## config.mk

```make
export PLATFORM = sky130hd
export DESIGN_NAME = uart_rx_oversampled_flat
export DESIGN_NICKNAME = d
export VERILOG_FILES = /design/src/rtl/uart_rx_oversampled_pkg.sv /design/src/rtl/uart_rx_oversampled_if.sv /design/src/rtl/uart_rx_oversampled_baud_tick_gen.sv /design/src/rtl/uart_rx_oversampled.sv /design/src/flat_wrapper.sv
export SDC_FILE = /design/constraint.sdc
export NUM_CORES = 1
export LEC_CHECK = 0
export CAP_MARGIN = 20
export CORE_MARGIN = 2
export CORE_UTILIZATION = 45
export DETAILED_ROUTE_END_ITERATION = 12
export GPL_ROUTABILITY_DRIVEN = 0
export GPL_TIMING_DRIVEN = 0
export SLEW_MARGIN = 20
export SYNTH_ARGS = -nofsm -noshare
export SYNTH_HDL_FRONTEND = slang
export SYNTH_SLANG_ARGS = --single-unit
```

## constraint.sdc

```tcl
create_clock -name clk -period 2.17 [get_ports clk]
set_input_delay 0.3255 -clock clk [delete_from_list [all_inputs] [get_ports clk]]
set_output_delay 0.3255 -clock clk [all_outputs]
set_load 0.05 [all_outputs]
```

## src/rtl/uart_rx_oversampled_pkg.sv

```systemverilog
// Shared UART receiver definitions: FSM state encoding, the baud divider
// calculation and the 3-sample majority helper.
`timescale 1ns/1ps

package uart_rx_oversampled_pkg;

    typedef enum logic [2:0] {
        IDLE,
        START,
        DATA,
        STOP,
        BREAK
    } uart_rx_state_e;

    // Clocks per oversample tick, truncated.
    function automatic int unsigned uart_div(input int unsigned clk_freq,
                                             input int unsigned baud,
                                             input int unsigned os);
        return clk_freq / (baud * os);
    endfunction

    // Majority of three line samples.
    function automatic logic maj3(input logic a, input logic b, input logic c);
        return (a & b) | (a & c) | (b & c);
    endfunction

endpackage

```

## src/rtl/uart_rx_oversampled_if.sv

```systemverilog
// Byte delivery handshake from the UART receiver to its consumer.
`timescale 1ns/1ps

interface uart_rx_oversampled_if #(
    parameter int unsigned DATA_BITS = 8
);
    logic [DATA_BITS-1:0] data_out;
    logic                 valid;
    logic                 ready;

    // Receiver side: produces data_out/valid, observes ready.
    modport master (
        output data_out,
        output valid,
        input  ready
    );

    // Consumer side.
    modport slave (
        input  data_out,
        input  valid,
        output ready
    );
endinterface

```

## src/rtl/uart_rx_oversampled_baud_tick_gen.sv

```systemverilog
// Oversample tick generator: one-cycle tick every DIV clocks, restartable.
`timescale 1ns/1ps

module uart_baud_tick_gen #(
    parameter int unsigned DIV = 100
) (
    input  logic clk,
    input  logic srst,
    input  logic restart_i,
    output logic tick_o
);
    localparam int unsigned CW = (DIV > 1) ? $clog2(DIV) : 1;
    localparam logic [CW-1:0] LAST = CW'(DIV - 1);

    logic [CW-1:0] cnt_q;
    logic [CW-1:0] cnt_d;

    // Next count: wrap after DIV clocks, restart forces phase zero.
    always_comb begin
        cnt_d = cnt_q + CW'(1);
        if (restart_i || (cnt_q == LAST)) begin
            cnt_d = '0;
        end
    end

    // Divider counter.
    always_ff @(posedge clk or negedge srst) begin
        if (!srst) begin
            cnt_q <= '0;
        end else begin
            cnt_q <= cnt_d;
        end
    end

    assign tick_o = (cnt_q == LAST) && !restart_i;

endmodule

```

## src/rtl/uart_rx_oversampled.sv

```systemverilog
// UART 8N1 receiver: 2-FF input synchronizer, oversampled bit timing with a
// mid-bit 3-sample majority vote, frame FSM and a valid/ready output register.
`timescale 1ns/1ps

module uart_rx_oversampled
    import uart_rx_oversampled_pkg::*;
#(
    parameter int unsigned CLK_FREQ   = 50_000_000,
    parameter int unsigned BAUD_RATE  = 2400,
    parameter int unsigned OVERSAMPLE = 16,
    parameter int unsigned DATA_BITS  = 8
) (
    input  logic                  clk,
    input  logic                  srst,
    input  logic                  rx,
    uart_rx_oversampled_if.master out_if,
    output logic                  busy,
    output logic                  frame_err,
    output logic                  overrun
);
    localparam int unsigned DIV = uart_div(CLK_FREQ, BAUD_RATE, OVERSAMPLE);
    localparam int unsigned SW  = $clog2(OVERSAMPLE);
    localparam int unsigned BW  = $clog2(DATA_BITS + 1);

    localparam logic [SW-1:0] S_LO   = SW'(OVERSAMPLE / 2 - 1);
    localparam logic [SW-1:0] S_MID  = SW'(OVERSAMPLE / 2);
    localparam logic [SW-1:0] S_HI   = SW'(OVERSAMPLE / 2 + 1);
    localparam logic [SW-1:0] S_LAST = SW'(OVERSAMPLE - 1);
    localparam logic [BW-1:0] B_LAST = BW'(DATA_BITS - 1);

    logic                 rx_meta_q;
    logic                 rx_s_q;
    uart_rx_state_e       state_q;
    logic [SW-1:0]        scnt_q;
    logic [SW-1:0]        scnt_d;
    logic [BW-1:0]        bcnt_q;
    logic                 samp_lo_q;
    logic                 samp_mid_q;
    logic [DATA_BITS-1:0] shift_q;
    logic [DATA_BITS-1:0] data_q;
    logic                 valid_q;
    logic                 busy_q;
    logic                 ferr_q;
    logic                 ovr_q;

    logic tick;
    logic start_det;
    logic vote_d;
    logic vote_now;
    logic can_load;

    uart_baud_tick_gen #(
        .DIV (DIV)
    ) u_tick (
        .clk       (clk),
        .srst      (srst),
        .restart_i (start_det),
        .tick_o    (tick)
    );

    // Decode of the current state/sample position.
    always_comb begin
        start_det = (state_q == IDLE) && !rx_s_q;
        scnt_d    = (scnt_q == S_LAST) ? '0 : scnt_q + SW'(1);
        vote_d    = maj3(samp_lo_q, samp_mid_q, rx_s_q);
        vote_now  = tick && (scnt_q == S_HI);
        can_load  = !valid_q || out_if.ready;
    end

    // Two-flop synchronizer for the asynchronous serial line.
    always_ff @(posedge clk or negedge srst) begin
        if (!srst) begin
            rx_meta_q <= 1'b1;
            rx_s_q    <= 1'b1;
        end else begin
            rx_meta_q <= rx;
            rx_s_q    <= rx_meta_q;
        end
    end

    // Frame FSM with sample counter, shift register and registered outputs.
    always_ff @(posedge clk or negedge srst) begin
        if (!srst) begin
            state_q    <= IDLE;
            scnt_q     <= '0;
            bcnt_q     <= '0;
            samp_lo_q  <= 1'b1;
            samp_mid_q <= 1'b1;
            shift_q    <= '0;
            data_q     <= '0;
            valid_q    <= 1'b0;
            busy_q     <= 1'b0;
            ferr_q     <= 1'b0;
            ovr_q      <= 1'b0;
        end else begin
            ferr_q <= 1'b0;
            ovr_q  <= 1'b0;

            // A load later in this block overrides the clear, so accept+load keeps valid high.
            if (valid_q && out_if.ready) begin
                valid_q <= 1'b0;
            end

            if (tick && (state_q != IDLE)) begin
                scnt_q <= scnt_d;
                if (scnt_q == S_LO) begin
                    samp_lo_q <= rx_s_q;
                end
                if (scnt_q == S_MID) begin
                    samp_mid_q <= rx_s_q;
                end
            end

            case (state_q)
                IDLE: begin
                    if (!rx_s_q) begin
                        state_q <= START;
                        busy_q  <= 1'b1;
                        scnt_q  <= '0;
                        bcnt_q  <= '0;
                    end
                end
                START: begin
                    if (vote_now) begin
                        if (!vote_d) begin
                            state_q <= DATA;
                        end else begin
                            state_q <= IDLE;
                            busy_q  <= 1'b0;
                        end
                    end
                end
                DATA: begin
                    if (vote_now) begin
                        shift_q <= {vote_d, shift_q[DATA_BITS-1:1]};
                        if (bcnt_q == B_LAST) begin
                            state_q <= STOP;
                        end else begin
                            bcnt_q <= bcnt_q + BW'(1);
                        end
                    end
                end
                STOP: begin
                    if (vote_now) begin
                        if (vote_d) begin
                            if (can_load) begin
                                data_q  <= shift_q;
                                valid_q <= 1'b1;
                            end else begin
                                ovr_q <= 1'b1;
                            end
                            state_q <= IDLE;
                            busy_q  <= 1'b0;
                        end else begin
                            ferr_q  <= 1'b1;
                            state_q <= BREAK;
                        end
                    end
                end
                BREAK: begin
                    if (rx_s_q) begin
                        state_q <= IDLE;
                        busy_q  <= 1'b0;
                    end
                end
                default: begin
                    state_q <= IDLE;
                    busy_q  <= 1'b0;
                end
            endcase
        end
    end

    assign out_if.data_out = data_q;
    assign out_if.valid    = valid_q;
    assign busy            = busy_q;
    assign frame_err       = ferr_q;
    assign overrun         = ovr_q;

endmodule

```

## src/flat_wrapper.sv

```systemverilog
// flat-port wrapper written by rule: the top's interface ports become plain ports
module uart_rx_oversampled_flat import uart_rx_oversampled_pkg::*;
#(
    parameter int unsigned CLK_FREQ   = 50_000_000,
    parameter int unsigned BAUD_RATE  = 2400,
    parameter int unsigned OVERSAMPLE = 16,
    parameter int unsigned DATA_BITS  = 8
)
  (clk, srst, rx, busy, frame_err, overrun, out_if_data_out, out_if_valid, out_if_ready);
  uart_rx_oversampled_if #(.DATA_BITS(DATA_BITS)) out_if_i ();
  input  logic clk;
  input  logic srst;
  input  logic rx;
  output logic busy;
  output logic frame_err;
  output logic overrun;
  output wire logic [$bits(out_if_i.data_out)-1:0] out_if_data_out;
  output wire logic [$bits(out_if_i.valid)-1:0] out_if_valid;
  input wire logic [$bits(out_if_i.ready)-1:0] out_if_ready;
  assign out_if_data_out = out_if_i.data_out;
  assign out_if_valid = out_if_i.valid;
  assign out_if_i.ready = out_if_ready;
  uart_rx_oversampled #(.CLK_FREQ(CLK_FREQ), .BAUD_RATE(BAUD_RATE), .OVERSAMPLE(OVERSAMPLE), .DATA_BITS(DATA_BITS)) u_core (.clk(clk), .srst(srst), .rx(rx), .out_if(out_if_i), .busy(busy), .frame_err(frame_err), .overrun(overrun));
endmodule
```

==> impl_metrics.yaml <==
yosys:
  synth_nets: 191
  yosysTopAreaCell: "dfrtp_1"
  synth-seq-cells: 46
  synth-adder-area-share: 0.0447
  synth_top_family_by_area: "simple AND/OR/NAND/NOR gates"
  synthCells: 181
  synthSimpleGateAreaFrac: 0.188
  synth_xor_area_frac: 0.0370
  synth_area_um2: 2130
  syn_area_per_cell_um2: 11.8
  synthFlopType: "dfrtp_1"
  muxShareOfSynthArea: 0.114
  synthTopCellsByArea: "dfrtp_1, mux2_2, dfstp_2, ha_1, nor2_1"
  ys_types: 43
  yosys_warnings: 0
  synth_top_area_share: 0.494
  synth_edf_count: 0
  synth_compound_area_frac: 0.0488
  async_flop_share: 1.00
  yosysSeqAreaShare: 0.543
route:
  wl_per_cell_um: 14.2
  drt-met1-wl_um: 1680
  top_layer: "met4"
  met3_length_um: 126
  vias: 1429
  route.met2.wl_um: 1800
  routed_wirelength_um: 3680
  first_pass_iters: 4
  drt_iter0_markers: 72
  ant_nets: 0
  viasPerCell: 5.50
  drcViolationCount: 0
sta:
  drv_slew: 0
  period_minus_slack_ps: 2020
  setup_violations: 0
  worst_pin_slew_ps: 710
  finalSetupTns_ps: 0
  finalHoldViolations: 0
  layout_setup_ws_ps: 149
  slew_headroom: 0.526
  skew_ps: 3.63
  rsz0062_at_grt: "no"
  finalCritPeriodShare: 0.931
  fmax_mhz: 495
run:
  max_cap_violations: 0
floorplan:
  start_util: 0.460
  coreArea_um2: 4630
  num_rows: 25
  die-area_um2: 5300
  fp.dieW_um: 72.8
  die_height_um: 72.8
  pin_count: 16
final_layout:
  final_cells: 260
  fillers: 408
  drive_gt1_frac: 0.194
  multi_input_area_um2: 921
  nets: 215
  area_growth_pct: 16.7
  design_area_um2: 2490
  n_antenna_cell: 0
  seqCellArea_um2: 1160
global_route:
  grt_overflow: 0
  first_global_vias: 1447
  antenna_found_initial: 0
  track_usage: 0.157
  grt_start_max_net_pins: 34
  grt_pass1_wl_um: 6580
cts:
  cts_tree: "done"
  clkTransAtPathRegs_ps: 90
  cts.sinks: 46
  cts_made_buffers: 5
  worstSkewPairLatency_ps: 290
  cts_root_buffer: "clkbuf_8"
  cts_max_level: 2
  clock_path_buffers: 2
  post_cts_buffers: 0
power_and_ir_drop:
  powerDensity_nw_per_um2: 612
  p_leak_nw: 1.10
  max-vdd-ir-drop_uv: 453
min_path:
  hold_path.class: "reg -> reg"
  min-delay-start: "u_core.rx_meta_q"
place:
  dp.cells: 251
  port_buffers: 15
  dpl.hpwl_um: 2650
  place_area_um2: 2360
  dp_slack_ps: 135
critical_path:
  critPathCaptureType: "register"
  critPathKind: "reg -> reg"
  critPathMaxFanout: 8
  startpoint_type: "register"
  cp_data_arrival_time_ps: 2200
  required_ps: 2350
  r2r-start: "u_core.u_tick.cnt_q[6]"
  startpoint: "u_core.u_tick.cnt_q[6]"
run_status:
  status: "complete, no violations"
==> synthesized netlist by cell type (all sizes together) (2+ instances only) <==
cell type	count
nand2b	2
nand3b	3
a21oi	3
mux2	18
xnor2	4
o21ai	3
mux2i	4
nand4	6
inv	7
nand3	6
nor3	4
dfstp	4
buf	2
and4	2
a211oi	2
clkbuf	2
ha	6
xor2	5
nor2	19
nand2	13
maj3	2
or3	2
and2	2
a31o	2
nor4b	2
dfrtp	42
==> cell families (layout without fill, tap and decap cells) <==
| group | after synthesis | in the layout |
|---|---|---|
| flip-flops | 46 | 46 |
| AO/OA/AOI/OAI | 15 | 15 |
| adder cells (fa/ha/maj) | 8 | 8 |
| buffers and inverters | 11 | 36 |
| XOR/XNOR | 9 | 9 |
| AND/OR/NAND/NOR | 70 | 70 |
| multiplexers | 22 | 22 |
==> path summary, 6_finish.rpt <==
kind / to / slack [ps] / cells after the start
max in group asynchronous: u_core.rx_meta_q / 1160 / 3
min reg2reg: u_core.rx_s_q / 360 / 0
max reg2reg: u_core.out_if.data_out[3] / 150 / 6
min in group asynchronous: u_core.out_if.data_out[2] / 460 / 2
min: u_core.rx_s_q / 360 / 0
max: u_core.out_if.data_out[3] / 150 / 6
==> power breakdown <==
part	leakage [nW]	switching (mW)	internal, mW
registers	0.608	0.00160	0.860
clock network	0.0504	0.289	0.343
logic	0.444	0.0183	0.00905
==> placed cells by master (no fill, tap or decap), types with 3 or more instances in the layout <==
master,synthesis,final
a21oi_1,3,3
nor3_1,4,4
clkbuf_8,0,5
inv_1,7,7
mux2i_1,4,4
nand3b_1,3,3
ha_1,6,6
nor2_1,19,19
dfrtp_1,42,42
nand2_1,12,12
xor2_1,5,5
dfstp_2,4,4
o21ai_0,3,3
mux2_2,18,18
nand4_1,6,6
nand3_1,6,6
xnor2_1,4,4
clkdlybuf4s50_1,0,14
==> cell type report <==
| cell class | count | share of cell area |
|---|---|---|
| multi-input combinational | 124 | 0.370 |
| timing repair buffer | 17 | 0.0705 |
| clock inverter | 3 | 0.0181 |
| buffer | 4 | 0.0106 |
| clock buffer | 5 | 0.0277 |
| sequential | 46 | 0.465 |
| inverter | 7 | 0.0106 |
| tap | 54 | 0.0272 |
==> flip-flops by register name, summed over array words and instances, names as in the netlist <==
| register | count |
|---|---|
| u_core.bcnt_q | 4 |
| u_core.busy | 1 |
| u_core.out_if.valid | 1 |
| u_core.u_tick.cnt_q | 11 |
| u_core.shift_q | 8 |
| u_core.rx_s_q | 1 |
| u_core.overrun | 1 |
| u_core.scnt_q | 4 |
| u_core.state_q | 3 |
| u_core.frame_err | 1 |
| u_core.samp_mid_q | 1 |
| u_core.samp_lo_q | 1 |
| u_core.out_if.data_out | 8 |
| u_core.rx_meta_q | 1 |
==> critical path: stages, from the launching register on <==
cell and delay [ps]:
dfrtp_1 480, nor4b_4 370, and4_1 230, buf_4 150
and4b_1 210, buf_6 140, mux2_2 340
==> routing by layer <==
metal	vias up	GRT usage
li1	690	-
met2	25	0.267
met5	-	0
met1	705	0.196
met4	0	0.0597
met3	9	0.0331
==> what timing repair did <==
item | CTS | global route
resized for setup | 0 | 0
endpoints found under the hold margin | 13 | 0
hold buffers | 1 | 0
==> metrics by stage <==
step	power, mW	utilization	hold WS (ps)
4_1_cts	1.54	0.537	362
5_1_grt	1.58	0.537	368
3_3_place_gp	0.901	0.507	346
6_report	1.52	0.537	361
3_5_place_dp	0.906	0.510	244
2_1_floorplan	0.880	-	29.9
No activity file was read; power rests on OpenSTA's default activity.
